`config.mk`:
```
export PLATFORM = sky130hd
export DESIGN_NAME = sensor_debounce_flat
export DESIGN_NICKNAME = d
export VERILOG_FILES = /design/src/rtl/sensor_debounce_if.sv /design/src/rtl/sensor_debounce.sv /design/src/flat_wrapper.sv
export SDC_FILE = /design/constraint.sdc
export NUM_CORES = 1
export LEC_CHECK = 0
export ABC_AREA = 1
export ABC_CLOCK_PERIOD_IN_PS = 4530
export CAP_MARGIN = 0
export CORE_ASPECT_RATIO = 1.25
export CORE_UTILIZATION = 61
export DETAILED_ROUTE_END_ITERATION = 8
export PLACE_DENSITY = 0.8
export SLEW_MARGIN = 10
export SYNTH_ARGS = -nofsm -noshare
export SYNTH_HDL_FRONTEND = slang
export SYNTH_SLANG_ARGS = --single-unit
```
`constraint.sdc`:
```
create_clock -name clk -period 4.53 [get_ports clk]
set_input_delay 0.6795 -clock clk [delete_from_list [all_inputs] [get_ports clk]]
set_output_delay 0.6795 -clock clk [all_outputs]
set_load 0.02 [all_outputs]
```
`src/rtl/sensor_debounce_if.sv`:
```
// ---------------------------------------------------------------------------
// sensor_debounce_if
//   Signal bundle between the raw beam sensors / status logic and the
//   sensor_debounce block. Clock and reset are kept as plain ports.
//
//   a_raw, b_raw  raw beam sensors (1 = beam broken), asynchronous to clk
//   fault_clr     single-cycle pulse, clears both stuck flags
//   a, b          debounced levels
//   a_rise/a_fall one-cycle edge pulses for a
//   b_rise/b_fall one-cycle edge pulses for b
//   a_stuck       sticky flag: a held 1 for STUCK_CYCLES
//   b_stuck       sticky flag: b held 1 for STUCK_CYCLES
//
//   master: the side that drives the sensors (bench / pad logic)
//   slave : the debounce block
// ---------------------------------------------------------------------------
interface sensor_debounce_if;
    logic a_raw;
    logic b_raw;
    logic fault_clr;
    logic a;
    logic b;
    logic a_rise;
    logic a_fall;
    logic b_rise;
    logic b_fall;
    logic a_stuck;
    logic b_stuck;

    modport master (
        output a_raw, b_raw, fault_clr,
        input  a, b, a_rise, a_fall, b_rise, b_fall, a_stuck, b_stuck
    );

    modport slave (
        input  a_raw, b_raw, fault_clr,
        output a, b, a_rise, a_fall, b_rise, b_fall, a_stuck, b_stuck
    );
endinterface

```
`src/rtl/sensor_debounce.sv`:
```
// ---------------------------------------------------------------------------
// sensor_debounce
//   Conditions the two raw beam-sensor inputs of the parking entrance.
//   Each channel is synchronised (2 flops), debounced, edge-detected and
//   watched by a stuck-at-1 monitor. Channels are identical and independent.
//
//   clk    system clock, all state on rising edge
//   reset  asynchronous, active-low reset
//   bus    sensor_debounce_if.slave (raw inputs, fault_clr, clean levels,
//          edge pulses, stuck flags)
// ---------------------------------------------------------------------------

// ---------------------------------------------------------------------------
// sensor_debounce_ch
//   One sensor channel.
//
//   raw_i        raw sensor, asynchronous to clk
//   fault_clr_i  clears the stuck counter and flag
//   clean_o      debounced level
//   rise_o       one-cycle pulse in the first cycle clean_o shows 1
//   fall_o       one-cycle pulse in the first cycle clean_o shows 0
//   stuck_o      sticky: clean_o held 1 for STUCK_CYCLES cycles
// ---------------------------------------------------------------------------
module sensor_debounce_ch #(
    parameter int DEB_CYCLES   = 16,
    parameter int DEB_W        = 5,
    parameter int STUCK_CYCLES = 1000000,
    parameter int STUCK_W      = 20
) (
    input  logic clk,
    input  logic rst_n,
    input  logic raw_i,
    input  logic fault_clr_i,
    output logic clean_o,
    output logic rise_o,
    output logic fall_o,
    output logic stuck_o
);
    localparam logic [DEB_W-1:0]   DEB_LAST  = DEB_W'(DEB_CYCLES - 1);
    localparam logic [STUCK_W-1:0] STUCK_MAX = STUCK_W'(STUCK_CYCLES);

    // sync_q[0] is the metastability catcher, sync_q[1] the only tap used
    logic [1:0]         sync_q;
    logic [DEB_W-1:0]   deb_cnt_q, deb_cnt_d;
    logic               clean_q, clean_d;
    logic               rise_q, rise_d;
    logic               fall_q, fall_d;
    logic [STUCK_W-1:0] stk_cnt_q, stk_cnt_d;
    logic               stuck_q, stuck_d;

    always_comb begin
        deb_cnt_d = '0;
        clean_d   = clean_q;
        // Any cycle that agrees with the clean level restarts qualification.
        if (sync_q[1] != clean_q) begin
            if (deb_cnt_q == DEB_LAST) begin
                clean_d = ~clean_q;
            end else begin
                deb_cnt_d = deb_cnt_q + 1'b1;
            end
        end

        // Pulses are registered alongside the level so they line up with
        // the first cycle the new level is visible.
        rise_d = clean_d & ~clean_q;
        fall_d = ~clean_d & clean_q;

        stk_cnt_d = stk_cnt_q;
        stuck_d   = stuck_q;
        if (fault_clr_i) begin
            // Clear has priority over a coincident set.
            stk_cnt_d = '0;
            stuck_d   = 1'b0;
        end else begin
            if (!clean_q) begin
                stk_cnt_d = '0;
            end else if (stk_cnt_q != STUCK_MAX) begin
                stk_cnt_d = stk_cnt_q + 1'b1;
            end
            stuck_d = stuck_q | (stk_cnt_d == STUCK_MAX);
        end
    end

    always_ff @(posedge clk or negedge rst_n) begin
        if (!rst_n) begin
            sync_q    <= '0;
            deb_cnt_q <= '0;
            clean_q   <= 1'b0;
            rise_q    <= 1'b0;
            fall_q    <= 1'b0;
            stk_cnt_q <= '0;
            stuck_q   <= 1'b0;
        end else begin
            sync_q    <= {sync_q[0], raw_i};
            deb_cnt_q <= deb_cnt_d;
            clean_q   <= clean_d;
            rise_q    <= rise_d;
            fall_q    <= fall_d;
            stk_cnt_q <= stk_cnt_d;
            stuck_q   <= stuck_d;
        end
    end

    assign clean_o = clean_q;
    assign rise_o  = rise_q;
    assign fall_o  = fall_q;
    assign stuck_o = stuck_q;
endmodule

module sensor_debounce #(
    parameter int DEB_CYCLES   = 16,
    parameter int DEB_W        = 5,
    parameter int STUCK_CYCLES = 1000000,
    parameter int STUCK_W      = 20
) (
    input  logic                clk,
    input  logic                reset,
    sensor_debounce_if.slave    bus
);
    // lane 0 = outer beam a, lane 1 = inner beam b
    localparam int NUM_LANES = 2;

    logic [NUM_LANES-1:0] raw;
    logic [NUM_LANES-1:0] clean;
    logic [NUM_LANES-1:0] rise;
    logic [NUM_LANES-1:0] fall;
    logic [NUM_LANES-1:0] stuck;

    assign raw = {bus.b_raw, bus.a_raw};

    for (genvar l = 0; l < NUM_LANES; l++) begin : g_lane
        sensor_debounce_ch #(
            .DEB_CYCLES   (DEB_CYCLES),
            .DEB_W        (DEB_W),
            .STUCK_CYCLES (STUCK_CYCLES),
            .STUCK_W      (STUCK_W)
        ) u_ch (
            .clk         (clk),
            .rst_n       (reset),
            .raw_i       (raw[l]),
            .fault_clr_i (bus.fault_clr),
            .clean_o     (clean[l]),
            .rise_o      (rise[l]),
            .fall_o      (fall[l]),
            .stuck_o     (stuck[l])
        );
    end

    assign bus.a       = clean[0];
    assign bus.b       = clean[1];
    assign bus.a_rise  = rise[0];
    assign bus.a_fall  = fall[0];
    assign bus.b_rise  = rise[1];
    assign bus.b_fall  = fall[1];
    assign bus.a_stuck = stuck[0];
    assign bus.b_stuck = stuck[1];
endmodule

```
`src/flat_wrapper.sv`:
```
// flat-port wrapper written by rule: the top's interface ports become plain ports
module sensor_debounce_flat 
#(
    parameter int DEB_CYCLES   = 16,
    parameter int DEB_W        = 5,
    parameter int STUCK_CYCLES = 1000000,
    parameter int STUCK_W      = 20
)
  (clk, reset, bus_a_raw, bus_b_raw, bus_fault_clr, bus_a, bus_b, bus_a_rise, bus_a_fall, bus_b_rise, bus_b_fall, bus_a_stuck, bus_b_stuck);
  sensor_debounce_if bus_i ();
  input  logic clk;
  input  logic reset;
  input wire logic [$bits(bus_i.a_raw)-1:0] bus_a_raw;
  input wire logic [$bits(bus_i.b_raw)-1:0] bus_b_raw;
  input wire logic [$bits(bus_i.fault_clr)-1:0] bus_fault_clr;
  output wire logic [$bits(bus_i.a)-1:0] bus_a;
  output wire logic [$bits(bus_i.b)-1:0] bus_b;
  output wire logic [$bits(bus_i.a_rise)-1:0] bus_a_rise;
  output wire logic [$bits(bus_i.a_fall)-1:0] bus_a_fall;
  output wire logic [$bits(bus_i.b_rise)-1:0] bus_b_rise;
  output wire logic [$bits(bus_i.b_fall)-1:0] bus_b_fall;
  output wire logic [$bits(bus_i.a_stuck)-1:0] bus_a_stuck;
  output wire logic [$bits(bus_i.b_stuck)-1:0] bus_b_stuck;
  assign bus_i.a_raw = bus_a_raw;
  assign bus_i.b_raw = bus_b_raw;
  assign bus_i.fault_clr = bus_fault_clr;
  assign bus_a = bus_i.a;
  assign bus_b = bus_i.b;
  assign bus_a_rise = bus_i.a_rise;
  assign bus_a_fall = bus_i.a_fall;
  assign bus_b_rise = bus_i.b_rise;
  assign bus_b_fall = bus_i.b_fall;
  assign bus_a_stuck = bus_i.a_stuck;
  assign bus_b_stuck = bus_i.b_stuck;
  sensor_debounce #(.DEB_CYCLES(DEB_CYCLES), .DEB_W(DEB_W), .STUCK_CYCLES(STUCK_CYCLES), .STUCK_W(STUCK_W)) u_core (.clk(clk), .reset(reset), .bus(bus_i));
endmodule
```
==> qor.yml <==
ant_nets: 0
worst_setup_path_end_kind: "output port"
area_overhead_of_the_layout_relative_to_synthesis_pct: 9.36
final_routed_drc_violation_total: 0
slowest_stage_cell_crit_path: "sky130_fd_sc_hd__dfrtp_1"
critPathKind: "reg -> out"
cts.clk_slew.worst_paths_ns: 0.07
global_route.overflow_total: 0
regToRegStartpoint: "u_core.g_lane[1].u_ch.stk_cnt_q[0]$_DFF_PN0_"
antenna_found_initial: 0
reg2reg_depth: 11
final_hold_vio_count: 0
postCtsHoldBufs: 0
critical_path_peak_fanout: 22
max_slew_violation_count: 0
yosysWarnings: 0
n_antenna_cell: 0
timing_worst_slew_pin_value_ns: 0.769
avgRoutedWirePerCell_um: 13.5
starting_density: 0.636
drt_first_iter_violations: 116
critical_path.startpoint: "u_core.g_lane[1].u_ch.clean_o$_DFF_PN0_"
arrival_ns: 1.87
placementRows: 31
cap_viol_max_count: 0
worst_ep_required_time_ns: 3.85
status: "finished clean"
ctsHtreeMaxLevel: 3
num-fill-cells: 492
numPortBuffers: 12
vdd.ir_drop.worst_uv: 251
slew_headroom: 0.486
layout.area.seq_sq_um: 1550
timing.rr.end: "u_core.g_lane[1].u_ch.stuck_o$_DFF_PN0_"
grt_util_all_layers: 0.269
post_synth_xor_area_fraction: 0.0237
clock_skew_ns: 0.00528
main_combinational_cell_family_by_area_after_synthesis: "simple AND/OR/NAND/NOR gates"
largest_stage_delay_worst_path_ns: 0.80
power.density_nw_per_um2: 261
detail_route.wirelength_mm: 8.03
critical_path_buf_inv_count: 1
setup_viol: 0
totalNegativeSetupSlack_ns: 0
design.portCount: 13
hpwlAfterDp_mm: 6.03
hold_path_class: "in -> async"
postSynthAreaPerCell_sq_um: 7.33
grt_start_max_net_pins: 39
vias: 3242
synth_seq_cells: 62
multiInputGateArea_sq_um: 1880
setup.reg_to_reg.worst_slack_ns: 2.53
synth_compound_gate_area_share: 0.0507
clock_insertion_delay_worst_skew_ns: 0.33
die_area_sq_um: 6380
cts_sinks: 62
post_synth_num_cell_types: 32
cts_resized: 0
die_width_um: 71.7
grt_setup_unrepaired: "no"
cts_root_buffer: "sky130_fd_sc_hd__clkbuf_8"
final_min_period_over_clock_period: 0.562
cts_made_buffers: 9
die_height_um: 89.1
synth_area_sq_um: 3700
cell_chain_critical_path: "clkdlybuf4s50_1"
detail_route.first_pass.iterations: 4
viasPerCell: 5.47
grt_first_pass_wirelength_mm: 12.9
gpl.final_weighted_congestion: 0.927
post_route_cells_drive_above_1_share: 0.108
synth_simple_gate_area_share: 0.412
power_leakage_uw: 0.00181
synth.area.mux_share: 0
critical_path.startpoint_type: "flop"
nets: 533
cts_setup_buffers: 0
worst_path_dominant_cell_family: "flip-flops"
period_needed_ns: 2.55
syn-instance-count: 505
first_global_vias: 3038
max-clock-path-buffers: 2
clock_tree_from_tritoncts: "built"
synth-seq-area-share: 0.419
synth_fa_ha_area_frac: 0.0203
postSynthNetCount: 516
area_of_the_placeable_core_sq_um: 5820
fmax_mhz: 393
p_total_uw: 1060
[power by group]
| group | total [uW] | internal (uW) | switching [uW] |
|---|---|---|---|
| clock | 464 | 253 | 211 |
| sequential | 563 | 560 | 3.71 |
| combinational | 30.6 | 7.96 | 22.6 |
[state kept, by name, summed over array words and instances, names as in the netlist]
signal / cells
u_core.g_lane.u_ch.clean_o: 2
u_core.g_lane.u_ch.deb_cnt_q: 10
u_core.g_lane.u_ch.fall_o: 2
u_core.g_lane.u_ch.rise_o: 2
u_core.g_lane.u_ch.stk_cnt_q: 40
u_core.g_lane.u_ch.stuck_o: 2
u_core.g_lane.u_ch.sync_q: 4
[per-layer routing]
metal  vias up  share of wire  wire, um  global-route usage
met5         -              0         0                   0
met4         0          0.039       315               0.157
met3        26          0.031       251              0.0519
met2        61           0.52      4180               0.485
met1      1500           0.41      3280               0.298
li1       1655              -         -                   -
[per-stage QoR]
stage / cell area [sq um] / std cells / utilization / setup slack, ns / hold slack [ns]
2_1_floorplan: 3700 / 505 / - / 2.89 / 0.331
3_3_place_gp: 3860 / 577 / 0.663 / 2.29 / 0.333
3_5_place_dp: 3860 / 577 / 0.663 / 2.25 / 0.337
4_1_cts: 4050 / 593 / 0.696 / 1.93 / 0.342
5_1_grt: 4050 / 593 / 0.696 / 1.88 / 0.375
6_report: 4050 / 593 / 0.696 / 1.98 / 0.338
[cell usage after synthesis]
cell type | n | area [sq um]
sky130_fd_sc_hd__a21oi_1 | 15 | 75.1
sky130_fd_sc_hd__a21oi_2 | 1 | 8.76
sky130_fd_sc_hd__and2_4 | 1 | 8.76
sky130_fd_sc_hd__buf_2 | 1 | 5.00
sky130_fd_sc_hd__buf_6 | 2 | 22.5
sky130_fd_sc_hd__clkbuf_1 | 4 | 15.0
sky130_fd_sc_hd__clkinv_2 | 1 | 5.00
sky130_fd_sc_hd__dfrtp_1 | 62 | 1550
sky130_fd_sc_hd__dlymetal6s2s_1 | 1 | 12.5
sky130_fd_sc_hd__ha_1 | 6 | 75.1
sky130_fd_sc_hd__inv_1 | 54 | 203
sky130_fd_sc_hd__inv_2 | 3 | 11.3
sky130_fd_sc_hd__nand2_1 | 99 | 372
sky130_fd_sc_hd__nand2_2 | 14 | 87.6
sky130_fd_sc_hd__nand3_1 | 50 | 250
sky130_fd_sc_hd__nand3_2 | 4 | 40.0
sky130_fd_sc_hd__nand3_4 | 1 | 17.5
sky130_fd_sc_hd__nand3b_1 | 3 | 22.5
sky130_fd_sc_hd__nand4_1 | 18 | 113
sky130_fd_sc_hd__nor2_1 | 111 | 417
sky130_fd_sc_hd__nor2_2 | 6 | 37.5
sky130_fd_sc_hd__nor2_4 | 6 | 67.6
sky130_fd_sc_hd__nor2_8 | 1 | 20.0
sky130_fd_sc_hd__nor3_1 | 9 | 45.0
sky130_fd_sc_hd__nor3b_1 | 2 | 15.0
sky130_fd_sc_hd__nor4_1 | 2 | 12.5
sky130_fd_sc_hd__o21ai_0 | 12 | 60.1
sky130_fd_sc_hd__o21ai_1 | 1 | 5.00
sky130_fd_sc_hd__o21ai_2 | 1 | 8.76
sky130_fd_sc_hd__o21bai_1 | 4 | 30.0
sky130_fd_sc_hd__xnor2_1 | 1 | 8.76
sky130_fd_sc_hd__xor2_1 | 9 | 78.8
[how the worst max path moves through the flow]
stage / endpoint / slack [ns] / cells after the start
after global routing: bus_b / 1.88 / 1
after detailed placement: u_core.g_lane[0].u_ch.stk_cnt_q[8]$_DFF_PN0_ / 2.25 / 3
after global placement: u_core.g_lane[0].u_ch.stk_cnt_q[6]$_DFF_PN0_ / 2.29 / 3
after floorplan: u_core.g_lane[0].u_ch.stuck_o$_DFF_PN0_ / 2.89 / 10
final: bus_b / 1.98 / 1
after CTS: bus_b / 1.93 / 1
[final cells by class]
| type | instances | share of cell area |
|---|---|---|
| multi-input cells | 377 | 0.463 |
| flip-flops and latches | 62 | 0.383 |
| inverters | 58 | 0.0541 |
| repair buffers | 14 | 0.0321 |
| clock buffers | 10 | 0.0315 |
| well taps | 66 | 0.0204 |
| clock inverters | 6 | 0.0151 |
[cell families after synthesis]
group	Yosys count
simple gates	327
buf+inv	66
xor+xnor	10
flops	62
fa+ha+maj	6
compound gates	34
[layout by cell type, fill, tap and decap left out, types with 6 or more instances in the layout]
| master | count |
|---|---|
| sky130_fd_sc_hd__nor2_1 | 111 |
| sky130_fd_sc_hd__nand2_1 | 99 |
| sky130_fd_sc_hd__dfrtp_1 | 62 |
| sky130_fd_sc_hd__inv_1 | 54 |
| sky130_fd_sc_hd__nand3_1 | 50 |
| sky130_fd_sc_hd__nand4_1 | 18 |
| sky130_fd_sc_hd__a21oi_1 | 15 |
| sky130_fd_sc_hd__nand2_2 | 14 |
| sky130_fd_sc_hd__o21ai_0 | 12 |
| sky130_fd_sc_hd__clkdlybuf4s50_1 | 11 |
| sky130_fd_sc_hd__xor2_1 | 9 |
| sky130_fd_sc_hd__nor3_1 | 9 |
| sky130_fd_sc_hd__clkbuf_8 | 9 |
| sky130_fd_sc_hd__nor2_2 | 6 |
| sky130_fd_sc_hd__nor2_4 | 6 |
| sky130_fd_sc_hd__ha_1 | 6 |
Power figures use the tool's default switching activity.
